[config.mk]
export PLATFORM = sky130hd
export DESIGN_NAME = rr_grant_engine_flat
export DESIGN_NICKNAME = d
export VERILOG_FILES = /design/src/rtl/rr_grant_engine_if.sv /design/src/rtl/rr_grant_engine.sv /design/src/flat_wrapper.sv
export SDC_FILE = /design/constraint.sdc
export NUM_CORES = 1
export LEC_CHECK = 0
export CAP_MARGIN = 20
export CORE_MARGIN = 2
export CORE_UTILIZATION = 25
export DETAILED_ROUTE_END_ITERATION = 7
export SETUP_SLACK_MARGIN = 0.5
export SYNTH_ARGS = -nofsm -noshare
export SYNTH_HDL_FRONTEND = slang
export SYNTH_SLANG_ARGS = --single-unit
[constraint.sdc]
create_clock -name clk -period 1.8 [get_ports clk]
set_input_delay 0.27 -clock clk [delete_from_list [all_inputs] [get_ports clk]]
set_output_delay 0.27 -clock clk [all_outputs]
set_load 0.03 [all_outputs]
[src/rtl/rr_grant_engine_if.sv]
// Handshake bundle between the request-capture register, the grant engine and the grant consumers.
// Latency: none, wires only.
// Backpressure: ack releases the current grant; load tells the register when it may capture.
//
// Signals:
//   req         registered request vector, bit i = requester i
//   ack         release from the current grant owner
//   load        capture strobe back to the request register
//   grant       one-hot grant, zero when idle
//   grant_valid high while grant is non-zero
//   grant_id    binary index of the granted bit, zero when idle
//   timeout     one-cycle pulse after a forced release
interface rr_grant_engine_if #(
    parameter int WIDTH = 4,
    parameter int ID_W  = 2
);
    logic [WIDTH-1:0] req;
    logic             ack;
    logic             load;
    logic [WIDTH-1:0] grant;
    logic             grant_valid;
    logic [ID_W-1:0]  grant_id;
    logic             timeout;

    // master: the request register / grant owner side
    modport master (
        output req,
        output ack,
        input  load,
        input  grant,
        input  grant_valid,
        input  grant_id,
        input  timeout
    );

    // slave: the grant engine itself
    modport slave (
        input  req,
        input  ack,
        output load,
        output grant,
        output grant_valid,
        output grant_id,
        output timeout
    );
endinterface

[src/rtl/rr_grant_engine.sv]
// Round-robin grant engine: one one-hot grant at a time, priority rotates past each served requester.
// Latency: grant appears one clock after a non-zero req is sampled in IDLE; at least one IDLE cycle between grants.
// Backpressure: a grant is held until ack (or, with RR_TIMEOUT_EN, a forced release after HOLD_MAX cycles).
//
// Ports:
//   clk   single clock, posedge
//   rst   synchronous active-high reset
//   bus   rr_grant_engine_if.slave: req/ack in; load/grant/grant_valid/grant_id/timeout out
//
// Optional feature macro: RR_TIMEOUT_EN (hold counter + forced release + timeout pulse).
module rr_grant_engine #(
    parameter int WIDTH    = 4,
    parameter int ID_W     = 2,
    parameter int HOLD_MAX = 8
) (
    input  logic              clk,
    input  logic              rst,
    rr_grant_engine_if.slave  bus
);

    // Elaboration-time parameter sanity checks.
    if (WIDTH < 1) begin : g_bad_width
        $error("rr_grant_engine: WIDTH must be >= 1");
    end
    if ((2 ** ID_W) < WIDTH) begin : g_bad_idw
        $error("rr_grant_engine: ID_W too narrow for WIDTH");
    end
    if (HOLD_MAX < 2) begin : g_bad_hold
        $error("rr_grant_engine: HOLD_MAX must be >= 2");
    end

    typedef enum logic {
        IDLE  = 1'b0,
        GRANT = 1'b1
    } state_t;

    state_t             state;
    logic [ID_W-1:0]    ptr;
    logic [WIDTH-1:0]   grant_q;
    logic [ID_W-1:0]    gid_q;
    logic               gv_q;
    logic               load_q;

    logic [2*WIDTH-1:0] req2;
    logic [WIDTH-1:0]   rot;
    logic [ID_W-1:0]    pick_off;
    logic [ID_W-1:0]    pick_idx;
    logic [ID_W:0]      sum;
    logic               pick_vld;
    logic [ID_W-1:0]    next_ptr;
    logic               release_now;

    // Rotate the request vector so that bit 0 of rot is requester ptr; the
    // lowest set bit of rot is then the first requester at or above ptr.
    assign req2 = {bus.req, bus.req};
    assign rot  = req2[ptr +: WIDTH];

    always_comb begin
        pick_off = '0;
        for (int i = WIDTH - 1; i >= 0; i--) begin
            if (rot[i]) begin
                pick_off = ID_W'(i);
            end
        end
    end

    assign pick_vld = |bus.req;

    // Undo the rotation: (ptr + offset) mod WIDTH. Both terms are < WIDTH so
    // one conditional subtract is enough.
    assign sum      = {1'b0, ptr} + {1'b0, pick_off};
    assign pick_idx = (sum >= (ID_W+1)'(WIDTH)) ? ID_W'(sum - (ID_W+1)'(WIDTH))
                                                : sum[ID_W-1:0];

    // Served requester becomes lowest priority.
    assign next_ptr = (gid_q == ID_W'(WIDTH - 1)) ? '0 : gid_q + ID_W'(1);

`ifdef RR_TIMEOUT_EN
    localparam int CNT_W = (HOLD_MAX > 2) ? $clog2(HOLD_MAX) : 1;

    logic [CNT_W-1:0] hold_cnt;
    logic             timeout_q;
    logic             expire;

    // Counter equals the number of completed GRANT cycles without ack, so the
    // grant is visible for at most HOLD_MAX cycles.
    assign expire      = (hold_cnt == CNT_W'(HOLD_MAX - 1));
    assign release_now = bus.ack || expire;
    assign bus.timeout = timeout_q;
`else
    assign release_now = bus.ack;
    assign bus.timeout = 1'b0;
`endif

    always_ff @(posedge clk) begin
        if (rst) begin
            state   <= IDLE;
            ptr     <= '0;
            grant_q <= '0;
            gid_q   <= '0;
            gv_q    <= 1'b0;
            load_q  <= 1'b1;
`ifdef RR_TIMEOUT_EN
            hold_cnt  <= '0;
            timeout_q <= 1'b0;
`endif
        end else begin
            case (state)
                IDLE: begin
`ifdef RR_TIMEOUT_EN
                    timeout_q <= 1'b0;
`endif
                    if (pick_vld) begin
                        state   <= GRANT;
                        grant_q <= WIDTH'(1) << pick_idx;
                        gid_q   <= pick_idx;
                        gv_q    <= 1'b1;
                        load_q  <= 1'b0;
`ifdef RR_TIMEOUT_EN
                        hold_cnt <= '0;
`endif
                    end
                end
                GRANT: begin
                    // req is deliberately ignored here: the grant is held
                    // until released even if the owner's request drops.
                    if (release_now) begin
                        state   <= IDLE;
                        grant_q <= '0;
                        gid_q   <= '0;
                        gv_q    <= 1'b0;
                        load_q  <= 1'b1;
                        ptr     <= next_ptr;
`ifdef RR_TIMEOUT_EN
                        // ack wins over a coincident expiry.
                        timeout_q <= !bus.ack;
`endif
                    end else begin
`ifdef RR_TIMEOUT_EN
                        hold_cnt <= hold_cnt + CNT_W'(1);
`endif
                    end
                end
                default: state <= IDLE;
            endcase
        end
    end

    assign bus.load        = load_q;
    assign bus.grant       = grant_q;
    assign bus.grant_valid = gv_q;
    assign bus.grant_id    = gid_q;

endmodule

[src/flat_wrapper.sv]
// flat-port wrapper written by rule: the top's interface ports become plain ports
module rr_grant_engine_flat 
#(
    parameter int WIDTH    = 4,
    parameter int ID_W     = 2,
    parameter int HOLD_MAX = 8
)
  (clk, rst, bus_req, bus_ack, bus_load, bus_grant, bus_grant_valid, bus_grant_id, bus_timeout);
  rr_grant_engine_if #(.WIDTH(WIDTH), .ID_W(ID_W)) bus_i ();
  input  logic clk;
  input  logic rst;
  input wire logic [$bits(bus_i.req)-1:0] bus_req;
  input wire logic [$bits(bus_i.ack)-1:0] bus_ack;
  output wire logic [$bits(bus_i.load)-1:0] bus_load;
  output wire logic [$bits(bus_i.grant)-1:0] bus_grant;
  output wire logic [$bits(bus_i.grant_valid)-1:0] bus_grant_valid;
  output wire logic [$bits(bus_i.grant_id)-1:0] bus_grant_id;
  output wire logic [$bits(bus_i.timeout)-1:0] bus_timeout;
  assign bus_i.req = bus_req;
  assign bus_i.ack = bus_ack;
  assign bus_load = bus_i.load;
  assign bus_grant = bus_i.grant;
  assign bus_grant_valid = bus_i.grant_valid;
  assign bus_grant_id = bus_i.grant_id;
  assign bus_timeout = bus_i.timeout;
  rr_grant_engine #(.WIDTH(WIDTH), .ID_W(ID_W), .HOLD_MAX(HOLD_MAX)) u_core (.clk(clk), .rst(rst), .bus(bus_i));
endmodule
==> metrics.csv, run 1 <==
metric;value;unit
worstHoldPathType;flip-flop to flip-flop;
synth_area_leader_cell;sky130_fd_sc_hd__dfxtp_1;
core_area;0.00219;mm^2
worst_ir_drop_vdd;0.000438;V
rsz0062_at_grt;yes;
mostFrequentLayoutCells;sky130_fd_sc_hd__buf_4 (12), sky130_fd_sc_hd__dfxtp_1 (10), sky130_fd_sc_hd__nor2_1 (9);
start_util;0.264;
highest_layer;met4;
final_common_cell;sky130_fd_sc_hd__buf_4;
cts_tree;yes;
routed-wl-met3;49;um
firstDrtPassIters;4;
met2RoutedLength;606;um
cts_buffer_depth;2;
outcome;finished, final reports clean;
die_y;52.1;um
grt_usage;0.110;
cts-htree-levels;1;
route.layer.met1.wl;660;um
count_of_max_cap_constraint_violations;0;
finish.net_count;107;
post_synth_main_area_contributors;sky130_fd_sc_hd__dfxtp_1 (38%), sky130_fd_sc_hd__nor2_1 (6.5%), sky130_fd_sc_hd__ha_1 (4.3%);
finalSetupTns;0;ns
mappedNetlistArea;578;um^2
synth_fp_nets;79;
first_iter_violations;4;
overflow;0;
total_power;651;uW
startpoint_type;primary input;
synth_area_per_cell;8.26;um^2
row_count;17;
yosys_warnings;0;
fraction_of_final_layout_cells_sized_beyond_drive_strength_1;0.289;
clock.fmax;567;MHz
antenna_violations_before_repair;0;
antenna_violating_nets_post_route;0;
postSynthCellCount;70;
timing.critical_path.fanout_max;5;
timing_hold_violations_final;0;
number_of_vias_per_cell_after_detailed_routing;4.60;
routed_wirelength;1.33;mm
timing.final.ws_setup;0.0354;ns
drc;0;
boundaryPins;16;
routedWlPerCell;10.7;um
post-place-ws;-0.535;ns
clkLatencyLatePin;0.26;ns
path_clk_slew;0.07;ns
die-area;0.00271;mm^2
grt_pass1_wl;2.24;mm
pin_count_of_the_biggest_net_entering_global_routing;9;
num_cts_buffers;3;
whs;0.458;ns
place_area;843;um^2
timing.final.crit_period;1.76;ns
syn_to_final_growth;53.7;%
required;1.97;ns
clkSinkCount;11;
yosys.area.top_type_share;0.381;
report.final.setup_viol;0;
port-buffer-count;14;
final_min_period_over_clock_period;0.980;
cellLeakagePower;0.367;nW
worst-setup-path-type;primary input to flip-flop;
num_antenna_cells;0;
cp.arrival;1.93;ns
routed-via-count;575;
vias_in_the_first_global_route;514;
number_of_synthesized_register_bits;11;
fin_area;888;um^2
critPathCaptureType;flip-flop;
skew;0.000313;ns
power.density_cell_area;732;mW/mm^2
gp_routability_congestion;0.738;
synth_seq_area_share;0.381;
dieWidth;52.1;um
netlist-cell-type-count;29;
detailed_place_hpwl;1.05;mm
clk_root_buffer_cell;sky130_fd_sc_hd__clkbuf_4;
timing.final.max_slew_violations;0;
-- critical path, cell delays in order --
cell and delay [ns]:
sky130_fd_sc_hd__clkdlybuf4s15_2 0.20, sky130_fd_sc_hd__nor2_2 0.05, sky130_fd_sc_hd__or4_1 0.51, sky130_fd_sc_hd__o211ai_1 0.11
sky130_fd_sc_hd__ha_2 0.22, sky130_fd_sc_hd__xor2_2 0.17, sky130_fd_sc_hd__xnor2_2 0.13, sky130_fd_sc_hd__o31ai_1 0.27
-- logic make-up after synthesis --
logic type      after synthesis  synth area share
simple gates                 27             0.225
compound gates               19             0.249
flops                        11             0.381
buf+inv                       8            0.0649
xor+xnor                      2            0.0303
fa+ha+maj                     2            0.0433
other cells                   1           0.00649
-- synthesized netlist by cell type (all sizes together) --
master	count
nand2b	2
nor3	3
a22o	1
xor2	1
nand3	2
nor2b	1
a32o	2
dfxtp	11
o311a	1
nor2	10
nor4	1
o21ai	1
xnor2	1
o211ai	2
inv	4
o31ai	2
or4	1
o21a	1
a32oi	1
o32ai	2
conb	1
a311oi	1
ha	2
buf	4
nand2	6
a21oi	4
a21boi	1
or3	1
-- through the flow --
step                      std cells   util
final                           125  0.405
after global routing            125  0.405
after CTS                       125  0.401
after detailed placement        120  0.385
after global placement          120  0.385
after floorplan                  70      -
-- worst paths after layout --
kind | startpoint | to | slack, ns | cells after the start
worst max-delay path | bus_req[1] | u_core.bus.grant[1] | 0.04 | 8
worst min-delay path | u_core.bus.grant[0] | u_core.bus.grant[0] | 0.46 | 2
worst max register to register | u_core.ptr[0] | u_core.bus.grant[1] | 0.04 | 6
worst min register to register | u_core.bus.grant[0] | u_core.bus.grant[0] | 0.46 | 2
-- final cells by class --
cell class	instances	area, um^2
Clock buffer	4	26.3
Fill cell	220	1300
Inverter	4	15.0
Multi-Input combinational cell	51	344
Sequential cell	11	224
Tap cell	28	35.0
Timing Repair Buffer	27	244
-- where the power goes --
group | leakage (nW) | internal, mW | switching [mW]
logic | 0.261 | 0.0919 | 0.110
clock network | 0.0150 | 0.0855 | 0.0799
registers | 0.0912 | 0.265 | 0.0186
-- sequential cells by signal (all words and copies together) (netlist names) --
register and flops:
u_core.bus.grant 4, u_core.state 1, u_core.bus.load 1, u_core.ptr 2, u_core.bus.grant_id 2, u_core.bus.grant_valid 1
-- timing repair --
item                                   4_1_cts  5_1_grt
gates resized for setup                     23        7
endpoints found under the hold margin        0        0
hold buffers                                 0        0
buffers inserted                             1        0
pin swaps                                    7        5
setup endpoints to repair                   17       11
-- per-layer routing --
layer  vias up  global-route usage
met3         2              0.0287
met1       258               0.150
li1        307                   -
met4         0              0.0395
met2         8               0.167
met5         -                   0
(Power assumes the default switching activity.)
==> inputs of run 2 (changes only) <==
--- a/config.mk
+++ b/config.mk
@@ -6,9 +6,9 @@
 export NUM_CORES = 1
 export LEC_CHECK = 0
 export CAP_MARGIN = 20
-export CORE_MARGIN = 2
-export CORE_UTILIZATION = 25
+export CORE_UTILIZATION = 40
 export DETAILED_ROUTE_END_ITERATION = 7
+export PLACE_DENSITY = 0.71
 export SETUP_SLACK_MARGIN = 0.5
 export SYNTH_ARGS = -nofsm -noshare
 export SYNTH_HDL_FRONTEND = slang
==> run 2 against run 1 <==
Against the previous run:
- setup slack lost 0.030 ns
- first-iteration DRC count grew 75%
- hold slack is essentially flat
- combinational power shrank 3%
- total power shrank 0.35%
- non-clock buffer count shrank 2
- fmax shrank 1.7%
- final area shrank 5.6%
- via count grew 1.4%
- sequential cell count is the same
- global-route usage grew 8.2 points
- clock skew grew 0.0020 ns
- critical path type is now flip-flop to flip-flop
- largest cell class unchanged
- highest routed layer unchanged
==> metrics.csv, run 2 (same netlist as run 1, synthesis figures left out) <==
metric;value;unit;change
routed_wirelength;1.30;mm;-2.7%
vias_in_the_first_global_route;493;;-4.1%
core_area;0.00132;mm^2;-40%
start_util;0.439;;+0.175
path_clk_slew;0.07;ns;about the same
grt_pass1_wl;1.99;mm;-11%
r2r_setup_slk;0.006;ns;-0.03 ns
count_of_max_cap_constraint_violations;0;;unchanged
grt_util_met2;0.298;;+0.132
crit_path_max_incr_delay;0.40;ns;-0.11 ns
cts-htree-levels;1;;unchanged
critical_path.top_delay_family;simple AND/OR/NAND/NOR gates;;
cellLeakagePower;0.360;nW;-2.1%
mostFrequentLayoutCells;sky130_fd_sc_hd__nor2_1 (10), sky130_fd_sc_hd__buf_4 (10), sky130_fd_sc_hd__dfxtp_1 (10);;
num_antenna_cells;0;;unchanged
fraction_of_final_layout_cells_sized_beyond_drive_strength_1;0.295;;+0.00608
routedWlPerCell;11.8;um;+11%
drc;0;;unchanged
firstDrtPassIters;4;;unchanged
most_heavily_used_metal_layer_in_global_routing;met2;;
antenna_violating_nets_post_route;0;;unchanged
timing.final.max_slew_violations;0;;unchanged
syn_to_final_growth;45.0;%;
outcome;finished, final reports clean;;
num_cts_buffers;3;;unchanged
timing.final.crit_period;1.79;ns;+0.0298 ns
place_area;812;um^2;-3.7%
launch_instance_of_the_worst_min_delay_path;u_core.bus.grant[0];;
timing.critical_path.fanout_max;7;;+2
worst-path-buf-inv;0;;-1
timing.critical_path.depth;6;;-2
first_iter_violations;7;;+3
cp.arrival;1.96;ns;+0.03 ns
clkSinkCount;11;;unchanged
final_min_period_over_clock_period;0.997;;+0.0166
worstRegToRegCells;6;;unchanged
worstReg2RegStart;u_core.ptr[0];;
overflow;0;;unchanged
gp_routability_congestion;0.774;;+4.8%
worstPathCellList;or4_1 > o211ai_1 > ha_2 > xor2_2 > xnor2_2 > a32o_1;;
largest_reg_flops;4;;unchanged
worst-setup-path-type;flip-flop to flip-flop;;
startpoint_type;flip-flop;;
fin_area;838;um^2;-5.6%
cts_tree;yes;;
number_of_vias_per_cell_after_detailed_routing;5.30;;+15%
worst_ir_drop_vdd;0.000428;V;-2.2%
row_count;13;;-4
global_route.usage.met3;0.0833;;+0.0546
die-area;0.00160;mm^2;-41%
cts_buffer_depth;2;;unchanged
timing_hold_violations_final;0;;unchanged
required;1.97;ns;about the same
port-buffer-count;14;;unchanged
clk_root_buffer_cell;sky130_fd_sc_hd__clkbuf_4;;
clock.fmax;557;MHz;-1.7%
rsz0062_at_grt;yes;;
pin_count_of_the_biggest_net_entering_global_routing;9;;unchanged
detailed_place_hpwl;995;um;-5.1%
dieWidth;40.0;um;-23%
finish.net_count;105;;-1.9%
total_power;648;uW;-0.35%
antenna_violations_before_repair;0;;unchanged
multi_input_area;357;um^2;+3.6%
skew;0.00230;ns;+0.00198 ns
grt_use_met1;0.240;;+0.0898
fillCellCount;116;;-47%
ff_latch_area;224;um^2;unchanged
clkLatencyLatePin;0.27;ns;about the same
critPathCaptureType;flip-flop;;
power.density_cell_area;773;mW/mm^2;+5.6%
crit_start;u_core.ptr[0];;
worstHoldPathType;flip-flop to flip-flop;;
report.final.setup_viol;0;;unchanged
hold-path-cell-count;2;;unchanged
routed-via-count;583;;+1.4%
grt_usage;0.192;;+0.0816
die_y;40.0;um;-23%
worst_path_max_delay_cell;sky130_fd_sc_hd__or4_1;;
boundaryPins;16;;unchanged
-- run 2: changes by cell type in the layout (fill, tap and decap cells not counted), sizes merged --
| cell | before | now |
|---|---|---|
| clkdlybuf4s15 | 10 | 6 |
| dlygate4sd2 | 2 | 0 |
| clkbuf | 4 | 9 |
| buf | 13 | 12 |
-- run 2: routing by layer --
layer,share of wire,up-vias
met2,0.46,13
li1,-,301
met4,0.0054,0
met5,0,-
met1,0.49,267
met3,0.048,2
-- run 2: where the power goes --
| part | total [mW] | internal [mW] | switching (mW) |
|---|---|---|---|
| sequential | 0.284 | 0.265 | 0.0192 |
| clock | 0.168 | 0.0858 | 0.0820 |
| combinational | 0.196 | 0.0852 | 0.111 |
| total | 0.648 | 0.436 | 0.212 |
-- run 2: timing repair --
action                     in CTS  in global routing
pin swaps                       8                 10
gates cloned                    0                  0
setup endpoints to repair      15                 14
setup buffers                   1                  0
hold buffers                    0                  0
gates resized for setup        18                 19
-- run 2: cell type report --
type	instances	share of cell area
Clock buffer	4	0.0313
Multi-Input combinational cell	51	0.425
Tap cell	15	0.0224
Timing Repair Buffer	25	0.236
Inverter	4	0.0179
Sequential cell	11	0.267
-- run 2: tightest hold or removal path: cells and delay by family (launching register included) --
family / cells / cell delay [ns]
simple gates: 1 / 0.05
compound gates: 1 / 0.05
flops: 1 / 0.33
-- run 2: final timing paths --
kind,endpoint
max reg2reg,u_core.bus.grant[3]
min reg2reg,u_core.bus.grant[0]
min,u_core.bus.grant[0]
max,u_core.bus.grant[3]
-- run 2: metrics by stage --
stage	worst slack, ns	setup TNS, ns	utilization	cells	hold WS [ns]
CTS	-0.0707	-0.179	0.638	110	0.461
global route	-0.0764	-0.165	0.636	110	0.485
finish	0.00560	0	0.636	110	0.458
global placement	-0.510	-2.62	0.616	105	0.448
floorplan	0.00565	0	-	70	0.335
detailed placement	-0.537	-2.83	0.616	105	0.452
